### src/rtl/hdlc_rx_deframer.sv
// HDLC receive deframer: flag/abort detection, zero deletion and LSB-first byte assembly.
// Abort detection is compiled in only when HDLC_RX_ABORT_DETECT_EN is defined.
module hdlc_rx_deframer #(
   parameter int unsigned ABORT_ONES = 7
) (
   input  logic       Clk,
   input  logic       Rst,
   input  logic       RxEN,
   input  logic       Rx,
   output logic       Rx_FlagDetect,
   output logic       Rx_ValidFrame,
   output logic       Rx_AbortSignal,
   output logic [7:0] Rx_Data,
   output logic       Rx_DataValid,
   output logic       Rx_EndOfFrame,
   output logic       Rx_FrameError,
   output logic [1:0] RxState
);

   // Downstream has no ready: every strobe is valid for exactly one Clk cycle and must be taken then.
   typedef enum logic [1:0] {HUNT = 2'd0, OPEN = 2'd1, DATA = 2'd2} stateT;
   localparam logic [3:0] ABORT_CNT = 4'(ABORT_ONES);

   stateT      state, stateNext;
   logic [3:0] onesCnt, onesNext, fill;
   logic [7:0] delayLine, shiftReg;
   logic [2:0] bitCnt, bitCntAfter;
   logic       isFlag, isStuff, isAbort, accept, exitValid, exitBit, dataBit, byteDone, inFrame;
   logic       flagNext, abortNext, eofNext, errNext;

   assign onesNext = Rx ? ((onesCnt == ABORT_CNT) ? onesCnt : onesCnt + 4'd1) : 4'd0;
   assign isFlag   = RxEN && !Rx && (onesCnt == 4'd6);
   assign isStuff  = RxEN && !Rx && (onesCnt == 4'd5);
`ifdef HDLC_RX_ABORT_DETECT_EN
   assign isAbort  = RxEN && Rx && (onesCnt == ABORT_CNT - 4'd1);
`else
   assign isAbort  = 1'b0;
`endif
   assign accept   = RxEN && !isStuff && !isFlag && !isAbort;
   // The flag's closing 0 still pushes the oldest data bit out before the flush.
   assign exitValid   = (accept || isFlag) && (fill == 4'd8);
   assign exitBit     = delayLine[7];
   assign dataBit     = exitValid && (state != HUNT);
   assign byteDone    = dataBit && (bitCnt == 3'd7);
   assign bitCntAfter = dataBit ? bitCnt + 3'd1 : bitCnt;
   assign inFrame     = (state == DATA) || dataBit;
   assign RxState     = state;

   always_ff @(posedge Clk or negedge Rst) begin
      if (!Rst) state <= HUNT;
      else      state <= stateNext;
   end

   always_comb begin
      stateNext = state;
      if (isAbort)                         stateNext = HUNT;
      else if (isFlag)                     stateNext = OPEN;
      else if (dataBit && (state == OPEN)) stateNext = DATA;
   end

   always_comb begin
      flagNext  = isFlag;
      abortNext = isAbort && (state == DATA);
      eofNext   = isFlag && inFrame && (bitCntAfter == 3'd0);
      errNext   = isFlag && inFrame && (bitCntAfter != 3'd0);
   end

   always_ff @(posedge Clk or negedge Rst) begin
      if (!Rst) begin
         onesCnt        <= 4'd0;
         fill           <= 4'd0;
         delayLine      <= 8'h00;
         shiftReg       <= 8'h00;
         bitCnt         <= 3'd0;
         Rx_Data        <= 8'h00;
         Rx_DataValid   <= 1'b0;
         Rx_FlagDetect  <= 1'b0;
         Rx_AbortSignal <= 1'b0;
         Rx_EndOfFrame  <= 1'b0;
         Rx_FrameError  <= 1'b0;
         Rx_ValidFrame  <= 1'b0;
      end else begin
         Rx_DataValid   <= byteDone;
         Rx_FlagDetect  <= flagNext;
         Rx_AbortSignal <= abortNext;
         Rx_EndOfFrame  <= eofNext;
         Rx_FrameError  <= errNext;
         Rx_ValidFrame  <= (stateNext == DATA);
         if (RxEN) begin
            onesCnt <= onesNext;
            if (isAbort || isFlag) begin
               fill      <= 4'd0;
               delayLine <= 8'h00;
            end else if (accept) begin
               delayLine <= {delayLine[6:0], Rx};
               fill      <= (fill == 4'd8) ? fill : fill + 4'd1;
            end
            if (dataBit) shiftReg <= {exitBit, shiftReg[7:1]};
            if (byteDone) Rx_Data <= {exitBit, shiftReg[7:1]};
            if (isAbort || isFlag) bitCnt <= 3'd0;
            else if (dataBit)      bitCnt <= bitCntAfter;
         end
      end
   end

endmodule
### config.mk
export PLATFORM = sky130hd
export DESIGN_NAME = hdlc_rx_deframer
export DESIGN_NICKNAME = d
export VERILOG_FILES = /design/src/rtl/hdlc_rx_deframer.sv
export SDC_FILE = /design/constraint.sdc
export NUM_CORES = 1
export LEC_CHECK = 0
export ABC_CLOCK_PERIOD_IN_PS = 4450
export CAP_MARGIN = 10
export CORE_AREA = 2 2 72 54
export DETAILED_ROUTE_END_ITERATION = 8
export DIE_AREA = 0 0 74 56
export PLACE_DENSITY = 0.89
export SYNTH_ARGS = -nofsm -noshare
export SYNTH_HDL_FRONTEND = slang
export SYNTH_SLANG_ARGS = --single-unit
### constraint.sdc
create_clock -name Clk -period 4.45 [get_ports Clk]
set_clock_uncertainty 0.2 [all_clocks]
set_input_delay 0.6675 -clock Clk [delete_from_list [all_inputs] [get_ports Clk]]
set_output_delay 0.6675 -clock Clk [all_outputs]
set_load 0.01 [all_outputs]
# Yosys cells after proc, flatten, opt, wreduce, memory -nomap -nowiden
# Index checks and enable logic that the tools add are counted.
[classes]
n_addsub = 3
eq_ne = 10
muxes = 12
reduce_logical = 28
[op_table]
columns = ["op", "n"]
rows = [
  ["$mux 4", 5],
  ["$mux 8", 2],
  ["$eq 4x3->1 const B", 3],
  ["$logic_and 1x1->1", 12],
  ["$reduce_and 2->1", 5],
  ["$mux 3", 3],
  ["$add 4x1->4 const B", 2],
  ["$reduce_bool 2->1", 3],
  ["$eq 2x2->1 const B", 2],
  ["$eq 4x4->1 const B", 1],
  ["$mux 2", 2],
  ["$ne 2x2->1 const B", 2],
  ["$add 3x1->3 const B", 1],
  ["$eq 3x3->1 const B", 1],
  ["$logic_not 1->1", 3],
  ["$logic_not 3->1", 1],
  ["$reduce_and 3->1", 1],
  ["$reduce_bool 3->1", 1],
  ["$eq 2x1->1 const B", 1],
  ["$logic_or 1x1->1", 2],
]
[totals]
ff_bits = 42
inputBits = 4
output_inout_bits = 16
word_cells = 65

# Longest topological paths before layout
[depth]
ltp_word = 13
ltp_mapped = 7
ltp_nobuf = 6

# Worst setup path after synthesis
# OpenSTA, ideal clock, no wires.
[synth_timing]
path_kind = "input to register"
startpoint = "input port Rx"
endpoint = "register shiftReg[7]"
t_arrival_ns = 1.584
path_slack_ns = 2.541
cell_stages = 4
path_buffers = 1
path_cell_list = "nand4bb_4 -> o211ai_2 -> buf_6 -> mux2_2"
[synth_via]
elab_chain_cells = 10
[synth_rtl]
columns = ["item", "line_no", "rtl"]
rows = [
  ["start, declared", "9", "input logic Rx,"],
  ["$logic_not 1->1 *", "32, 33", ""],
  ["$logic_and 1x1->1 *", "32, 33", ""],
  ["$logic_and 1x1->1", "33", "assign isStuff = RxEN && !Rx && (onesCnt == 4'd5);"],
  ["$logic_not 1->1", "39", "assign accept = RxEN && !isStuff && !isFlag && !isAbort;"],
  ["$logic_and 1x1->1 (2 in series)", "39", ""],
  ["$logic_or 1x1->1 *", "41", "assign exitValid = (accept || isFlag) && (fill == 4'd8);"],
  ["$logic_and 1x1->1 *", "41", ""],
  ["$logic_and 1x1->1 *", "43", "assign dataBit = exitValid && (state != HUNT);"],
  ["$reduce_and 2->1 (no line) *", "--", ""],
  ["end signal, assigned", "98", "if (dataBit) shiftReg <= {exitBit, shiftReg[7:1]};"],
  ["end, declared", "26", "logic [7:0] delayLine, shiftReg;"],
]
# Every way passes the cells marked *; elsewhere a longest branch is shown, timed or not.
# A chain may end at the register's enable or synchronous reset.

# Worst setup path after layout
[layout_timing]
startpoint = "input port Rx"
endpoint = "register Rx_FrameError"
[layout_via]
elab_chain_cells = 12
[layout_rtl]
columns = ["item", "line_no", "rtl"]
rows = [
  ["$logic_not 1->1 *", "32, 33", ""],
  ["$logic_and 1x1->1 *", "32, 33", ""],
  ["$logic_and 1x1->1", "33", ""],
  ["$logic_not 1->1", "39", ""],
  ["$logic_and 1x1->1 (2 in series)", "39", ""],
  ["$logic_or 1x1->1", "41", ""],
  ["$logic_and 1x1->1", "41", ""],
  ["$logic_and 1x1->1", "43", ""],
  ["$mux 3 or $logic_or 1x1->1 (tied branches)", "45, 46", ""],
  ["$reduce_bool 3->1 or $logic_and 1x1->1 (tied branches)", "65", "errNext = isFlag && inFrame && (bitCntAfter != 3'd0);"],
  ["$logic_and 1x1->1 *", "65", ""],
  ["net errNext", "29", "logic flagNext, abortNext, eofNext, errNext;"],
  ["end signal, assigned", "87", "Rx_FrameError <= errNext;"],
  ["end, declared", "16", "output logic Rx_FrameError,"],
]
# The timed path passes the listed nets; every way through them passes the cells marked *.

==> qor.csv <==
metric,value,unit
required,4460,ps
nets,187,
synth_xor_area_share,1.83,%
yosysTopAreaCell,dfrtp_1,
power.internal,0.699,mW
routed_wl,3.52,mm
fmax,368,MHz
htree_num_levels,2,
synth_top_area_share,53.5,%
die_h,56,µm
fin_util,65.0,%
rsz0062_at_grt,false,
dieArea,0.00414,mm²
path_clk_slew,80,ps
clockRootBuffer,clkbuf_8,
hp-class,in2async,
synth.distinct_cells,40,
drive_gt1_share,14.1,%
critPathSlowestCell,o211ai_2,
detail_route.wl_per_cell,15.5,µm
ys_top_cells_by_count,"dfrtp_1 (41), nand3_1 (13), nand2_1 (12)",
swShare,31.0,%
cts_buffers,5,
syn2layout_area_growth,15.4,%
p_clk_share,26.1,%
ff2ff_path_depth,6,
avgSynthCellArea,12.2,µm²
synthFlopType,dfrtp_1,
setup_violations,0,
cts_setup_buffers,0,
worstPathCellList,clkdlybuf4s50_1 > nand4bb_4 > o211ai_2 > mux2i_1 > nor3b_1,
synthAdderAreaFrac,4.57,%
synth.area.mux_share,12.5,%
portBuffers,18,
combPwrFrac,23.9,%
net-switching-power,0.313,mW
rrSetupSlack,2010,ps
pwr-share-seq,50.0,%
setup_ws,1730,ps
cts_resized,0,
synth_compound_area_share,9.53,%
drt_iter0_markers,119,
firstDrtPassIters,5,
pre_cts_slack,1440,ps
vias,1249,
cpPeakStageDelay,640,ps
setup_tns,0,ps
synth.most_common_cell,dfrtp_1,
drc,0,
status,completed,
grt_antenna_before_repair,0,
ctsHoldBuffers,0,
start_util,56.4,%
max_slew_margin,39.9,%
grt_pass1_wl,5.94,mm
core,0.00340,mm²
synth_enable_flop_cells,0,
fp.dieW,74,µm
gp_congestion,0.798,
maxCapViolations,0,
powerDensity,457,mW/mm²
reg2reg_from,onesCnt[1],
yosys_register_bits,41,
finalCriticalPeriod,2720,ps
critPathLaunchType,input pin,
hpwl,2.41,mm
synth_cells,157,
ir_drop,0.274,mV
critical_path_arrival,2720,ps
yosysSeqAreaShare,53.5,%
cp_max_fo,14,
synth_top_family_by_area,simple AND/OR/NAND/NOR gates,
endpoint_kind,flop,
synth_area_leaders,"dfrtp_1 (54%), mux2_4 (6.3%), ha_1 (4.6%)",
via_per_inst,5.50,
critPathKind,in2reg,
clock_latency,300,ps
hold_violations,0,
r2r_end,Rx_FrameError,
n_antenna_cell,0,
grt_max_degree,42,
antenna_left,0,
cts_tree,yes,
syn_area,0.00192,mm²
grtUsageTotal,19.2,%
yosysWarningCount,0,
clock_path_buffers,2,
worst_pin_slew,902,ps
grt.overflow.total,0,
fp-row-count,18,
synth-simple-area-share,14.2,%
slew_viol_final,0,
async_flop_share,100,%
grt_pass1_vias,1262,
io-pin-count,20,
synth.net_count,168,
clkSinkCount,41,
p_leak,1.08,nW
fin_crit_sh,61.1,%
power groups by stage:
stage,clock [mW],combinational [mW],sequential (mW)
global placement,0,0.220,0.503
CTS,0.267,0.244,0.505
finish,0.264,0.242,0.506
detailed placement,0,0.240,0.512
floorplan,0,0.174,0.499
global route,0.284,0.272,0.516
worst max-delay path by stage:
stage / startpoint / to / slack [ps] / cells past startpoint
after floorplan: Rx / shiftReg[7] / 2540 / 4
after global placement: Rx / Rx_FrameError / 1560 / 5
after detailed placement: Rx / Rx_FrameError / 1440 / 5
after CTS: Rx / Rx_FrameError / 1760 / 5
after global routing: Rx / Rx_FrameError / 1620 / 5
final: Rx / Rx_FrameError / 1730 / 5
stage by stage:
stage	cell area, µm²	hold WS (ps)	std cells	power (mW)
finish	2210	298	227	1.01
global route	2210	335	227	1.07
CTS	2210	310	227	1.02
detailed placement	2110	293	219	0.752
global placement	2110	278	219	0.723
floorplan	1920	172	157	0.673
layer usage:
metal  vias to the layer above  global-route usage, %  part of all wire, %
met1                       624                   25.0                   45
met3                         9                   4.71                  3.8
li1                        585                      -                    -
met5                         -                      0                    0
met4                         0                   9.35                  2.2
met2                        31                   30.0                   49
cells in the final DEF (no fill, tap or decap), types with 2 or more instances in the layout:
master	synthesis	routed
nor3b_1	3	3
a21oi_1	10	10
nand3_1	13	13
nand3b_1	2	2
o21ai_0	2	2
nor2_1	7	7
nand2_1	12	12
clkbuf_8	0	7
mux2i_1	4	4
nor3_1	2	2
mux2_4	8	8
o22ai_1	2	2
a22o_1	3	3
dfrtp_1	41	41
ha_1	7	7
clkdlybuf4s50_1	0	17
mux2_1	6	6
inv_1	6	6
xor2_1	3	3
nand2b_1	2	2
critical path: cells and delay by family:
family / cells / cell delay [ps]
AND/OR/NAND/NOR: 2 / 590
buffers and inverters: 1 / 530
AO/OA/AOI/OAI: 1 / 640
multiplexers: 1 / 280
sequential cells by signal, summed over array words and instances (netlist names), 2 cells and up:
name,flops
Rx_Data,8
delayLine,8
shiftReg,7
fill,4
onesCnt,4
bitCnt,3
RxState,2
logic make-up (layout without fill, tap and decap cells):
kind of cell,after synthesis,after routing
AND/OR/NAND/NOR,47,47
other,1,1
XOR/XNOR,4,4
buffers and inverters,13,33
adder cells (fa/ha/maj),7,7
flip-flops,41,41
AO/OA/AOI/OAI,25,25
multiplexers,19,19
final cells by class:
type | instances | area [µm²]
clock buffers | 7 | 96.3
clock inverters | 1 | 5.00
fillers | 238 | 1190
inverters | 7 | 26.3
multi-input cells | 103 | 821
flip-flops and latches | 41 | 1030
well taps | 50 | 62.6
repair buffers | 18 | 175
No activity file was read; power rests on OpenSTA's default activity.
